===== src/rtl/l2req_arbiter_rr_pkg.sv =====
// Shared L2 request definitions for the L1-to-L2 request path.
//   l2req_packet_t : one request beat towards the core L2 port (.valid = pending)
//   UNIT_*         : requester index assignment on the arbiter
package l2req_arbiter_rr_pkg;

    localparam int unsigned UNIT_ICACHE = 0;
    localparam int unsigned UNIT_DCACHE = 1;
    localparam int unsigned UNIT_STBUF  = 2;

    // Starvation counters are 8 bits wide and saturate here.
    localparam int unsigned STARVE_MAX = 255;

    typedef enum logic [1:0] {
        L2_CMD_READ,
        L2_CMD_WRITE,
        L2_CMD_PREFETCH,
        L2_CMD_FLUSH
    } l2req_cmd_e;

    typedef struct packed {
        logic        valid;
        l2req_cmd_e  cmd;
        logic [31:0] addr;
        logic [7:0]  tag;
    } l2req_packet_t;

endpackage


===== src/rtl/rr_arbiter.sv =====
// Round-robin arbiter with a rotating priority pointer.
//   clk, reset  : clock, asynchronous active-high reset (pointer -> 0)
//   req         : request vector
//   enable      : arbitration allowed this cycle; pointer only moves on a grant
//   grant       : one-hot grant (zero when disabled or no request)
//   grant_idx   : index of the granted requester
//   grant_valid : a grant was made
module rr_arbiter
    import l2req_arbiter_rr_pkg::*;
#(
    parameter int unsigned NUM_REQ = 3,
    localparam int unsigned IDX_W = $clog2(NUM_REQ)
) (
    input  logic               clk,
    input  logic               reset,
    input  logic [NUM_REQ-1:0] req,
    input  logic               enable,
    output logic [NUM_REQ-1:0] grant,
    output logic [IDX_W-1:0]   grant_idx,
    output logic               grant_valid
);

    logic [IDX_W-1:0] ptr_q;
    logic [IDX_W-1:0] ptr_d;
    logic [IDX_W:0]   sum;
    logic [IDX_W-1:0] idx;

    // Search starts at the pointer and wraps past NUM_REQ-1 back to 0.
    always_comb begin
        grant       = '0;
        grant_idx   = '0;
        grant_valid = 1'b0;
        sum         = '0;
        idx         = '0;
        if (enable) begin
            for (int off = 0; off < NUM_REQ; off++) begin
                sum = {1'b0, ptr_q} + (IDX_W + 1)'(off);
                if (sum >= (IDX_W + 1)'(NUM_REQ)) begin
                    sum = sum - (IDX_W + 1)'(NUM_REQ);
                end
                idx = sum[IDX_W-1:0];
                if (!grant_valid && req[idx]) begin
                    grant_valid = 1'b1;
                    grant_idx   = idx;
                    grant[idx]  = 1'b1;
                end
            end
        end
    end

    always_comb begin
        ptr_d = ptr_q;
        if (grant_valid) begin
            ptr_d = (grant_idx == IDX_W'(NUM_REQ - 1)) ? '0 : grant_idx + IDX_W'(1);
        end
    end

    always_ff @(posedge clk or posedge reset) begin
        if (reset) begin
            ptr_q <= '0;
        end else begin
            ptr_q <= ptr_d;
        end
    end

endmodule


===== src/rtl/l2req_arbiter_rr.sv =====
// Merges the per-core L1 request sources onto the single core L2 request port.
//   clk, reset           : clock, asynchronous active-high reset
//   req_packet[i]        : request from requester i, held until req_ready[i]
//   req_ready[i]         : one-cycle pulse, packet i is latched at the next edge
//   l2req_ready          : L2 takes l2req_packet this cycle when it is valid
//   l2req_packet         : registered request towards L2
//   grant_id             : requester that owns l2req_packet
//   pc_event_l2req_stall : output is valid but L2 is not accepting
module l2req_arbiter_rr
    import l2req_arbiter_rr_pkg::*;
#(
    parameter int unsigned NUM_REQ      = 3,
    parameter int unsigned FIXED_PRIO   = 0,
    parameter int unsigned STARVE_LIMIT = 15,
    localparam int unsigned IDX_W = $clog2(NUM_REQ)
) (
    input  logic                         clk,
    input  logic                         reset,
    input  l2req_packet_t [NUM_REQ-1:0]  req_packet,
    output logic [NUM_REQ-1:0]           req_ready,
    input  logic                         l2req_ready,
    output l2req_packet_t                l2req_packet,
    output logic [IDX_W-1:0]             grant_id,
    output logic                         pc_event_l2req_stall
);

    if (NUM_REQ < 2 || NUM_REQ > 8) begin : g_bad_num_req
        $error("NUM_REQ must be 2..8");
    end
    if (FIXED_PRIO > 1) begin : g_bad_fixed_prio
        $error("FIXED_PRIO must be 0 or 1");
    end
    if (STARVE_LIMIT < 1 || STARVE_LIMIT > STARVE_MAX) begin : g_bad_starve_limit
        $error("STARVE_LIMIT must be 1..255");
    end

    logic               slot_free;
    logic               arb_en;
    logic [NUM_REQ-1:0] req_valid;
    logic [NUM_REQ-1:0] gnt;
    logic [IDX_W-1:0]   gnt_idx;
    logic               gnt_valid;

    always_comb begin
        req_valid = '0;
        for (int i = 0; i < NUM_REQ; i++) begin
            req_valid[i] = req_packet[i].valid;
        end
    end

    // Drain and refill in the same cycle; nothing is granted while reset is held.
    assign slot_free = !l2req_packet.valid || l2req_ready;
    assign arb_en    = slot_free && !reset;

    if (FIXED_PRIO == 0) begin : g_rr
        rr_arbiter #(
            .NUM_REQ (NUM_REQ)
        ) u_rr_arbiter (
            .clk         (clk),
            .reset       (reset),
            .req         (req_valid),
            .enable      (arb_en),
            .grant       (gnt),
            .grant_idx   (gnt_idx),
            .grant_valid (gnt_valid)
        );
    end else begin : g_fixed
        logic [NUM_REQ-1:0][7:0] starve_q;
        logic [NUM_REQ-1:0]      starving;

        always_comb begin
            starving = '0;
            for (int i = 0; i < NUM_REQ; i++) begin
                starving[i] = req_valid[i] && (starve_q[i] >= 8'(STARVE_LIMIT));
            end
        end

        // Descending scans so the lowest matching index is the one left standing;
        // any starving requester overrides plain priority.
        always_comb begin
            gnt_idx   = '0;
            gnt_valid = 1'b0;
            if (arb_en) begin
                for (int i = NUM_REQ - 1; i >= 0; i--) begin
                    if (req_valid[i]) begin
                        gnt_idx   = IDX_W'(i);
                        gnt_valid = 1'b1;
                    end
                end
                if (|starving) begin
                    for (int i = NUM_REQ - 1; i >= 0; i--) begin
                        if (starving[i]) begin
                            gnt_idx = IDX_W'(i);
                        end
                    end
                end
            end
            gnt = gnt_valid ? (NUM_REQ'(1) << gnt_idx) : '0;
        end

        // A busy output slot is not a lost arbitration, so counters hold then.
        always_ff @(posedge clk or posedge reset) begin
            if (reset) begin
                starve_q <= '0;
            end else begin
                for (int i = 0; i < NUM_REQ; i++) begin
                    if (!req_valid[i]) begin
                        starve_q[i] <= '0;
                    end else if (slot_free) begin
                        if (gnt[i]) begin
                            starve_q[i] <= '0;
                        end else if (starve_q[i] != 8'(STARVE_MAX)) begin
                            starve_q[i] <= starve_q[i] + 8'd1;
                        end
                    end
                end
            end
        end
    end

    assign req_ready            = gnt;
    assign pc_event_l2req_stall = l2req_packet.valid && !l2req_ready;

    always_ff @(posedge clk or posedge reset) begin
        if (reset) begin
            l2req_packet <= '0;
            grant_id     <= '0;
        end else if (gnt_valid) begin
            l2req_packet <= req_packet[gnt_idx];
            grant_id     <= gnt_idx;
        end else if (l2req_ready) begin
            l2req_packet.valid <= 1'b0;
        end
    end

    a_ready_onehot: assert property (@(posedge clk) disable iff (reset) $onehot0(req_ready));
    a_stall_stable: assert property (@(posedge clk) disable iff (reset)
        (l2req_packet.valid && !l2req_ready) |=> $stable(l2req_packet));

endmodule


===== config.mk =====
export PLATFORM = sky130hd
export DESIGN_NAME = l2req_arbiter_rr
export DESIGN_NICKNAME = d
export VERILOG_FILES = /design/src/rtl/l2req_arbiter_rr_pkg.sv /design/src/rtl/rr_arbiter.sv /design/src/rtl/l2req_arbiter_rr.sv
export SDC_FILE = /design/constraint.sdc
export NUM_CORES = 1
export LEC_CHECK = 0
export CAP_MARGIN = 20
export CORE_UTILIZATION = 37
export DETAILED_ROUTE_END_ITERATION = 6
export PLACE_DENSITY = 0.91
export SLEW_MARGIN = 25
export SYNTH_ARGS = -nofsm -noshare
export SYNTH_HDL_FRONTEND = slang
export SYNTH_HIERARCHICAL = 1
export SYNTH_SLANG_ARGS = --single-unit

===== constraint.sdc =====
create_clock -name clk -period 2.35 [get_ports clk]
set_input_delay 0.3525 -clock clk [delete_from_list [all_inputs] [get_ports clk]]
set_output_delay 0.3525 -clock clk [all_outputs]
set_load 0.1 [all_outputs]

== Word-level counts from Yosys, hierarchy flattened ==
Cells that the tools add are included.

* Add/subtract/negate cells: 6
* Order comparisons: 10
* Equal/unequal tests: 1
* Mux-type cells: 39
* Bitwise gates (word level): 2
* Reductions and logical operators: 14

{| class="wikitable"
|+ Operator list
! operator !! count
|-
| 43-bit binary-select mux with 2-bit select || 1
|-
| 43-bit two-way mux || 1
|-
| 2-bit two-way mux || 11
|-
| 3-bit two-way mux || 6
|-
| 1-bit two-way mux || 14
|-
| 2-bit by 3-bit < comparator with 1-bit output (second input constant) || 4
|-
| 1-bit logical AND || 7
|-
| 1-bit binary-select mux with 2-bit select || 3
|-
| 1-bit demux with 2-bit select || 3
|-
| 2-bit by 1-bit >= comparator with 1-bit output (second input constant) || 3
|-
| 3-bit by 2-bit >= comparator with 1-bit output (second input constant) || 2
|-
| 3-bit OR || 2
|-
| 2-bit subtractor (second input constant) || 3
|-
| 1-bit zero test || 5
|-
| 2-bit by 1-bit adder with 3-bit output (second input constant) || 1
|-
| 2-bit by 2-bit adder with 3-bit output (second input constant) || 1
|-
| 2-bit by 1-bit adder with 2-bit output (second input constant) || 1
|-
| 2-bit == test (second input constant) || 1
|-
| 2-bit >= comparator (second input constant) || 1
|-
| 2-bit nonzero test || 1
|-
| 1-bit logical OR || 1
|}

* Register bits: 47
* Bits of input ports: 132
* Output and inout port bits: 49
* Logic and storage cells: 78

== Depth between registers and ports, before layout ==
* Word-level depth: 19
* Gate-level depth with buffers: 13

== By module ==
The synthesis kept the hierarchy.

{| class="wikitable"
|+ By module, submodules not included
! module !! times used !! cells an instance !! area an instance (µm²) !! sequential area each (µm²)
|-
| l2req_arbiter_rr || 1 || 253 || 2,981.6 || 1,126.1
|-
| rr_arbiter || 1 || 69 || 504.2 || 50.0
|}

== Worst setup path after synthesis ==
No wires, ideal clock.

* Kind: flip-flop to output port
* From: register l2req_packet[42] in the netlist's numbering
* To: output port req_ready[1]
* Arrival: 3,931 ps
* Required time: 1,997 ps
* Slack: -1,934 ps
* Stages on the path, launching flop included: 5
* Buffers on the path: 0
* Path through: dfrtp_1 > nor2b_1 > nor2_1 > inv_1 > nor3_1

* Longest elaborated chain between the ends: 4

{| class="wikitable"
|+ RTL lines
! element !! line !! RTL
|-
| start: declaration || l2req_arbiter_rr.sv:22 || <nowiki>output l2req_packet_t l2req_packet,</nowiki>
|-
| start signal: assignment || l2req_arbiter_rr.sv:129 || <nowiki>l2req_packet <= req_packet[gnt_idx];</nowiki>
|-
| 1-bit zero test || l2req_arbiter_rr.sv:52 || <nowiki>assign slot_free = !l2req_packet.valid || l2req_ready;</nowiki>
|-
| 1-bit logical OR || l2req_arbiter_rr.sv:52 ||
|-
| 1-bit logical AND || l2req_arbiter_rr.sv:53 || <nowiki>assign arb_en = slot_free && !reset;</nowiki>
|-
| net arb_en || l2req_arbiter_rr.sv:38 || <nowiki>logic arb_en;</nowiki>
|-
| 3-bit two-way mux || rr_arbiter.sv:35 || <nowiki>if (enable) begin</nowiki>
|-
| end: declaration || l2req_arbiter_rr.sv:20 || <nowiki>output logic [NUM_REQ-1:0] req_ready,</nowiki>
|}

The timed path passes the listed nets, and every way through them passes these cells.

== Worst setup path in the final report ==
* From: register g_rr.u_rr_arbiter.ptr_q[0]
* To: output port req_ready[1]

* Longest elaborated chain between the ends: 15
* Elaborated cells on any way between the ends: 51

{| class="wikitable"
|+ RTL lines
! element !! line !! RTL
|-
| start: declaration || rr_arbiter.sv:23 || <nowiki>logic [IDX_W-1:0] ptr_q;</nowiki>
|-
| start signal: assignment || rr_arbiter.sv:62 || <nowiki>ptr_q <= ptr_d;</nowiki>
|-
| branches (longest 13 deep; another with 2-bit by 1-bit adder with 3-bit output) || -- ||
|-
| 3-bit two-way mux (*) || rr_arbiter.sv:42 || <nowiki>if (!grant_valid && req[idx]) begin</nowiki>
|-
| 3-bit two-way mux (*) || rr_arbiter.sv:35 ||
|}

Mark *: on every way between the ends. The select of a mux whose other input is x is not followed.

==> impl_metrics.yaml <==
layout:
  nets: 675
  fill_cells: 644
  final_cell_mix: "clkdlybuf4s50_1, buf_4, dfrtp_1"
  layout_commonest_cell: "clkdlybuf4s50_1"
  final_util_pct: 68.2
  area_growth_pct: 79.9
  final_area_um2: 6270
  stdcell_count: 651
  drive_above_1_share_pct: 38.0
  n_antenna_cell: 0
die:
  fp-row-count: 35
  die_y_um: 99.1
  die-area_um2: 9810
  io_pins: 181
  initial_utilization_pct: 37.9
  coreArea_um2: 9200
  die_w_um: 99.1
grt:
  track_usage_pct: 21.7
  antenna_found_initial: 0
  grt_max_degree: 37
  grt_pass1_wl_um: 17000
  grt_overflow: 0
  grt_pass1_vias: 3526
power:
  p_leak_nw: 2.53
  pwr-share-clk_pct: 7.1
  p_int_mw: 4.03
  swShare_pct: 57.0
  ir_worst_vdd_mv: 1.09
  combPwrFrac_pct: 77.3
  power.switching_mw: 5.34
  seqPwrFrac_pct: 15.6
  powerDensity_nw_per_um2: 1490
timing:
  fin_crit_sh_pct: 108
  final-setup-viol-count: 46
  fmax_mhz: 395
  max_slew.worst_pin.slew_ns: 0.486
  maxSlewViolCount: 0
  period_needed_ns: 2.53
  rsz0062_at_grt: "true"
  finalClockSkew_ns: 0.00508
  setup_tns_ns: -2.22
  setup_ws_ns: -0.181
  slew_headroom_pct: 67.6
  hold_viol: 0
cts:
  cts.sinks: 47
  numCtsBuffers: 5
  clock_latency_ns: 0.30
  htree_levels: 2
  cts_hold_buf: 0
  cts_root_buf: "clkbuf_8"
  cts_tree: "done"
  cts.clk_slew.worst_paths_ns: 0.09
  ctsLongestPathBuffers: 2
logic_synthesis:
  seq_area_frac_synth_pct: 33.7
  syn_avg_cell_area_um2: 10.8
  syn_nets: 458
  synth_seq_cells: 47
  synth_cells: 322
  synthArstFlopShare_pct: 100
  synth_area_leaders: "dfrtp_1, o211ai_2, mux2i_1, nand4b_1, nand2b_1"
  synth-main-ff-cell: "dfrtp_1"
  ys.warnings.count: 6
  synth_enable_flop_cells: 0
  synth.top_cell.area_share_pct: 33.7
  synth_area_um2: 3490
  ys_types: 44
  synth_area_leader_cell: "dfrtp_1"
setup_path:
  max_stage_delay_ns: 0.40
  worstSetupStartpointType: "register"
  crit_fanout: 6
  arrival_ns: 2.18
  worstPathRequired_ns: 2.00
  cpMaxStageDelayCell: "dfrtp_1"
  path_class: "reg -> out"
  path_cells: "inv_2 > ha_4 > buf_6 > nand2_2 > o211ai_1 > o32ai_4 > a221oi_4 > nor3_4 > buf_12"
  critPathCaptureType: "output pin"
placed_design:
  postPlaceCellArea_um2: 5580
  post-dp-hpwl_um: 8150
  place_inst: 615
  io_buffers: 180
  gp_congestion: 0.832
drt:
  wl_per_cell_um: 18.5
  drt_pre_antenna_iters: 5
  vias_per_cell: 5.38
  num_vias: 3502
  drc_errors: 0
  wl_um: 12000
  ant_nets: 0
  drt_iter0_drc: 117
outcome:
  status: "finished with violations"
  violations: "setup timing"
hold_path:
  min_path_type: "in -> async"
job:
  maxCapViolations: 0
layout make-up:
class	count	area, um^2	area share (%)
sequential	47	1180	18.8
timing repair buffer	246	2470	39.3
clock buffer	6	82.6	1.32
tap	111	139	2.21
multi-input combinational	230	2330	37.2
clock inverter	2	38.8	0.618
inverter	9	33.8	0.539
sequential cells by signal, summed over array words and instances, names as in the netlist:
signal / flops
l2req_packet: 43
grant_id: 2
g_rr.u_rr_arbiter/ptr_q: 2
cells in the mapped netlist, drive strengths merged (2+ instances only):
library cell	count
clkbuf	7
nand3	4
ha	4
a221oi	2
dfrtp	47
inv	9
mux2i	43
a211o	2
nor2b	3
buf	29
nand4b	43
nand2b	44
o21bai	2
nand2	5
o211ai	44
and2	2
nor3	4
mux2	2
nor2	4
a21oi	6
layer usage:
layer,up-vias,part of all wire (%),GRT usage [%]
met1,1695,40,25.2
met3,20,5.8,4.33
met4,0,1.8,6.11
met2,138,53,40.1
li1,1649,-,-
met5,-,0,0
critical path: cells and delay by family (launching register included):
family / cells / cell delay [ns]
simple gates: 2 / 0.30
fa+ha+maj: 1 / 0.19
flops: 1 / 0.40
compound gates: 3 / 0.59
buf+inv: 3 / 0.40
logic make-up (layout without fill, tap and decap cells):
kind of cell	count (synthesis)	after routing	share of synthesized area, %
AOI/OAI and AO/OA	65	65	20.2
adders and majority gates	5	5	1.76
buffers and inverters	45	263	7.86
DFF	47	47	33.7
muxes	45	45	13.0
and+or+nand+nor	115	115	23.4
worst paths after layout:
path	startpoint	end	slack [ns]	cells after the start
worst max-delay path	g_rr.u_rr_arbiter/ptr_q[0]	req_ready[1]	-0.18	9
worst min register to register	l2req_packet[12]	l2req_packet[12]	0.51	2
max in group asynchronous	reset	l2req_packet[28]	1.27	4
worst max register to register	g_rr.u_rr_arbiter/ptr_q[0]	l2req_packet[41]	-0.08	10
min in group clk	l2req_packet[12]	l2req_packet[12]	0.51	2
worst min-delay path	reset	g_rr.u_rr_arbiter/ptr_q[1]	0.39	3
per-stage QoR:
step                hold WS, ns  worst slack, ns  power [mW]
floorplan                0.0937           -0.258        6.37
global placement          0.481           -0.212        7.83
CTS                       0.385           -0.162        8.85
global route              0.413           -0.269        9.71
detailed placement        0.482           -0.305        7.94
finish                    0.390           -0.181        9.36
power by group through the flow:
stage	sequential, mW	clock [mW]	combinational, mW
6_report	1.47	0.661	7.24
2_1_floorplan	4.09	0	2.29
5_1_grt	1.51	0.698	7.50
4_1_cts	1.47	0.671	6.71
3_3_place_gp	1.46	0	6.37
3_5_place_dp	1.47	0	6.47
what timing repair did:
action	4_1_cts	5_1_grt
setup endpoints to repair	28	43
buffers inserted	13	10
resized for setup	10	41
cloned	0	5
pin swaps	9	11
Power figures use the tool's default switching activity.
